===== src/rtl/key_debounce.sv =====
// -----------------------------------------------------------------------------
// key_debounce
// Debounces four active-low, bouncing board buttons (up/down/left/right).
// Each key has its own two-flop synchronizer, stable-level register, debounce
// counter and IDLE/DEB_PRESS/HELD/DEB_REL state machine; channels never interact.
// A level change is accepted after DEB_CYCLES consecutive differing samples
// (DEB_CYCLES+2 cycles after the pin settles, synchronizer included).
//
// Optional feature: define KEY_REPEAT_EN to add auto-repeat press pulses while
// a key is held (first after REPEAT_DLY cycles, then every REPEAT_PER cycles).
//
// Ports:
//   clk                          system clock
//   rst                          asynchronous active-high reset
//   key_up_n/down_n/left_n/right_n  raw active-low buttons (asynchronous)
//   key_up/down/left/right       debounced active-high levels (registered)
//   press[3:0]                   one-cycle press pulses {up, down, left, right}
// -----------------------------------------------------------------------------
module key_debounce #(
    parameter int unsigned DEB_CYCLES = 500000,
    parameter int unsigned REPEAT_DLY = 25000000,
    parameter int unsigned REPEAT_PER = 5000000
) (
    input  logic       clk,
    input  logic       rst,
    input  logic       key_up_n,
    input  logic       key_down_n,
    input  logic       key_left_n,
    input  logic       key_right_n,
    output logic       key_up,
    output logic       key_down,
    output logic       key_left,
    output logic       key_right,
    output logic [3:0] press
);

    localparam int unsigned CW = $clog2(DEB_CYCLES);
    localparam logic [CW-1:0] C_TERM = CW'(DEB_CYCLES - 1);

`ifdef KEY_REPEAT_EN
    localparam int unsigned RPT_MAX = (REPEAT_DLY > REPEAT_PER) ? REPEAT_DLY : REPEAT_PER;
    localparam int unsigned RW      = $clog2(RPT_MAX + 1);
`else
    // Auto-repeat disabled: exactly one pulse per accepted press.
`endif

    // Elaboration-time guard on parameter ranges.
    if (DEB_CYCLES < 2 || REPEAT_DLY < 1 || REPEAT_PER < 1) begin : g_bad_param
        $error("key_debounce: illegal parameter value");
    end

    typedef enum logic [1:0] {
        IDLE      = 2'd0,
        DEB_PRESS = 2'd1,
        HELD      = 2'd2,
        DEB_REL   = 2'd3
    } state_t;

    logic [3:0] raw_n;
    logic [3:0] level;
    logic [3:0] pulse;

    assign raw_n = {key_up_n, key_down_n, key_left_n, key_right_n};

    for (genvar i = 0; i < 4; i++) begin : g_ch
        logic [1:0]    sync_q;
        logic          sample;
        state_t        state;
        logic [CW-1:0] cnt;
        logic          lvl;
        logic          pls;
`ifdef KEY_REPEAT_EN
        logic [RW-1:0] rpt;
        logic          rpt_first;
        logic [RW-1:0] rpt_term;

        // Terminal count: initial delay first, then the repeat period.
        assign rpt_term = rpt_first ? RW'(REPEAT_DLY - 1) : RW'(REPEAT_PER - 1);
`endif

        // Two-flop synchronizer; resets to the released (high) level.
        always_ff @(posedge clk or posedge rst) begin
            if (rst) begin
                sync_q <= 2'b11;
            end else begin
                sync_q <= {sync_q[0], raw_n[i]};
            end
        end

        assign sample = ~sync_q[1];

        // Debounce state machine; lvl is the stable level S, cnt is C.
        always_ff @(posedge clk or posedge rst) begin
            if (rst) begin
                state     <= IDLE;
                cnt       <= '0;
                lvl       <= 1'b0;
                pls       <= 1'b0;
`ifdef KEY_REPEAT_EN
                rpt       <= '0;
                rpt_first <= 1'b1;
`endif
            end else begin
                pls <= 1'b0;
                case (state)
                    IDLE: begin
                        if (sample) begin
                            cnt   <= CW'(1);
                            state <= DEB_PRESS;
                        end
                    end
                    DEB_PRESS: begin
                        if (!sample) begin
                            cnt   <= '0;
                            state <= IDLE;
                        end else if (cnt == C_TERM) begin
                            cnt   <= '0;
                            lvl   <= 1'b1;
                            pls   <= 1'b1;
                            state <= HELD;
`ifdef KEY_REPEAT_EN
                            rpt       <= '0;
                            rpt_first <= 1'b1;
`endif
                        end else begin
                            cnt <= cnt + CW'(1);
                        end
                    end
                    HELD: begin
                        if (!sample) begin
                            cnt   <= CW'(1);
                            state <= DEB_REL;
`ifdef KEY_REPEAT_EN
                            rpt       <= '0;
                            rpt_first <= 1'b1;
                        end else if (rpt == rpt_term) begin
                            pls       <= 1'b1;
                            rpt       <= '0;
                            rpt_first <= 1'b0;
                        end else begin
                            rpt <= rpt + RW'(1);
`endif
                        end
                    end
                    DEB_REL: begin
                        if (sample) begin
                            cnt   <= '0;
                            state <= HELD;
                        end else if (cnt == C_TERM) begin
                            cnt   <= '0;
                            lvl   <= 1'b0;
                            state <= IDLE;
                        end else begin
                            cnt <= cnt + CW'(1);
                        end
                    end
                    default: begin
                        cnt   <= '0;
                        state <= IDLE;
                    end
                endcase
            end
        end

        assign level[i] = lvl;
        assign pulse[i] = pls;
    end

    assign key_up    = level[3];
    assign key_down  = level[2];
    assign key_left  = level[1];
    assign key_right = level[0];
    assign press     = pulse;

endmodule


===== config.mk =====
export PLATFORM = sky130hd
export DESIGN_NAME = key_debounce
export DESIGN_NICKNAME = d
export VERILOG_FILES = /design/src/rtl/key_debounce.sv
export SDC_FILE = /design/constraint.sdc
export NUM_CORES = 1
export LEC_CHECK = 0
export BUFFER_PORTS_ARGS = -buffer_cell sky130_fd_sc_hd__buf_2
export CAP_MARGIN = 20
export CORE_AREA = 5 5 121 123
export DETAILED_ROUTE_END_ITERATION = 7
export DIE_AREA = 0 0 126 128
export HOLD_SLACK_MARGIN = 0.08
export PLACE_DENSITY = 0.59
export SLEW_MARGIN = 10
export SYNTH_ARGS = -nofsm -noshare
export SYNTH_HDL_FRONTEND = slang
export SYNTH_SLANG_ARGS = --single-unit
export TNS_END_PERCENT = 100

===== constraint.sdc =====
create_clock -name clk -period 2.95 [get_ports clk]
set_input_delay 0.4425 -clock clk [delete_from_list [all_inputs] [get_ports clk]]
set_output_delay 0.4425 -clock clk [all_outputs]
set_load 0.01 [all_outputs]

==> out/results.txt <==
Initial Utilization: 0.394
fmax: 427 MHz
final net count: 601
Worst Path Buf+Inv: 0
Worst-path clk slew: 0.06 ns
Post-Route WL: 11.7 mm
placement row count: 43
clk buf depth: 2
status: finished, final reports clean
Syn. warnings: 0
Iteration-0 DRC Markers: 299
WL/cell: 15.1 um
total negative setup slack: 0 ns
GRT Total Usage: 0.152
max-slew violations: 0
H-tree Lvls: 3
top cell type's share of synthesized area: 0.431
initial antenna violation count: 0
post-synthesis cell type count: 59
DRC: 0
die area: 16,100 um^2
syn avg cell area: 9.12 um^2
# diodes: 0
post-synthesis cell area: 5350 um^2
clk_lat worst skew: 0.35 ns
clock root buffer: clkbuf_16
Startpoint Class: flip-flop
fraction of registers with async set/reset: 1.00
Final ANT Viol Nets: 0
Worst setup startpoint: g_ch[3].cnt[0]$_DFFE_PP0P_
CP arrival: 2.58 ns
r2r worst-path depth: 6
largest net degree at the start of global routing: 45
setup violators final: 0
leading area contributor after synthesis: dfrtp_1
syn nets: 596
CP top delay family: compound AO/OA/AOI/OAI gates
postcts setup bufs: 0
GRT overflow: 0
Final Non-Filler Cells: 776
Stages on worst setup path: 6
Layout fillers: 1,325
Seq cells post-synth: 100
dpl hpwl: 7.97 mm
Core Area: 13,600 um^2
CTS sink cnt: 100
Syn-to-layout area delta: 9.15%
Synth area leaders: dfrtp_1 (43%), o21ai_0 (4.6%), nand2_1 (4.2%)
# IOs: 14
Setup Skew: 0.00583 ns
Worst-Margin Slew: 1.02 ns
Final Cycle Share: 0.795
Max Cap Violations: 0
number of port buffers: 13
DR vias: 4,387
TritonRoute pass-1 iters: 4
layout cell share with drive strength beyond 1: 0.0856
Met3 Wirelength: 288 um
slew margin rel.: 0.320
maximum fanout along the worst path: 13
CP max-delay cell: o21ai_1
post-cts resize count: 0
pwr dens: 633 nW/um^2
sequence of cells on the critical path: ha_1 -> and4_1 -> nand4_1 -> o21ai_1 -> o21ai_0 -> a21o_1
Syn Inst Count: 586
DP Cell Count: 760
Pleak: 2.41 nW
CTS Hold Bufs: 0
Post-synth top cells: dfrtp_1 (92), nand2_1 (60), o21ai_0 (49)
RSZ-0062 raised after global routing: false
worst hold-check path type: in -> async
Max rail drop VDD: 0.390 mV
critical path class: reg -> reg
sequential-to-total area share from yosys stat: 0.470
Die Ht: 128 um
final hold viol count: 0
CP endpoint kind: flip-flop
Post-synth EDFFs: 0
M1 WL: 5.62 mm
vias in the first global route: 4,304
RR Startpoint: g_ch[3].cnt[0]$_DFFE_PP0P_
Die Width: 126 um
DR WL met2: 5.65 mm
minimum clock period: 2.34 ns
wire length of the first global-routing pass: 20.4 mm
Vias per Instance: 5.65
Post-synth top flop: dfrtp_1
routability cong.: 0.842
most frequent cell after synthesis: dfrtp_1
Num CTS Buffers: 9
Critical Path RT: 3.19 ns
worst stage delay on the critical path: 0.72 ns
CTS tree: done
highest metal used: met4
==> metal layers <==
layer / GRT usage / vias to the layer above
li1: - / 2159
met1: 0.196 / 2150
met5: 0 / -
met2: 0.254 / 65
met4: 0.0543 / 0
met3: 0.0308 / 13
==> per-stage QoR <==
step / hold WS [ns] / util / instance area (um^2) / setup WS, ns / total power [mW]
finish: 0.114 / 0.430 / 5840 / 0.606 / 3.70
global route: 0.146 / 0.430 / 5840 / 0.363 / 3.95
CTS: 0.112 / 0.430 / 5840 / 0.660 / 3.75
detailed placement: 0.347 / 0.410 / 5560 / 0.666 / 2.57
global placement: 0.346 / 0.410 / 5560 / 0.725 / 2.53
floorplan: 0.345 / - / 5350 / 1.06 / 2.35
==> sequential cells by signal, summed over array words and instances (netlist names), named ones only <==
register	flops
key_right	1
g_ch.sync_q	8
g_ch.state	4
key_up	1
key_down	1
key_left	1
g_ch.cnt	76
g_ch.pls	4
==> cells in the final DEF (no fill, tap or decap), types with 8 or more instances in the layout <==
master	n
dfrtp_1	92
nand2_1	60
o21ai_0	49
nand3_1	35
a21oi_1	34
inv_1	32
nor2_1	27
nand4_1	25
or3_1	19
nor3_1	16
and3_1	15
a21o_1	13
buf_2	13
nor4_1	10
and2_1	10
and4_1	9
clkbuf_16	9
o21ai_1	8
dfstp_2	8
==> report_power, final <==
part,internal [mW],total (mW),switching (mW),leakage (nW)
logic,0.310,0.941,0.632,0.935
registers,1.47,1.61,0.133,1.34
clock network,0.658,1.15,0.490,0.135
==> kinds of logic (layout without fill, tap and decap cells) <==
group,after synthesis,in the layout,synth area share
AOI/OAI and AO/OA,149,149,0.175
xor gates and xnor gates,12,12,0.0197
adders and majority gates,4,4,0.00936
buffers and inverters,57,67,0.0482
DFF,100,100,0.470
muxes,5,5,0.00960
and+or+nand+nor,259,259,0.268
==> final timing paths <==
kind,slack [ns],end
max reg2reg,0.61,g_ch[3].cnt[11]$_DFFE_PP0P_
min in group clk,0.19,g_ch[0].sync_q[0]$_DFF_PP1_
min reg2reg,0.36,g_ch[2].sync_q[1]$_DFF_PP1_
max in group asynchronous,2.12,g_ch[2].sync_q[0]$_DFF_PP1_
max,0.61,g_ch[3].cnt[11]$_DFFE_PP0P_
min,0.11,g_ch[0].cnt[10]$_DFFE_PP0P_
==> final cells by class <==
class	count	area, um^2	area share
repair buffers	18	115	0.0197
clock inverters	2	35.0	0.00600
inverters	33	128	0.0219
multi-input cells	429	2580	0.441
clock buffers	14	244	0.0418
flip-flops and latches	100	2510	0.431
well taps	180	225	0.0386
(Power assumes the default switching activity.)
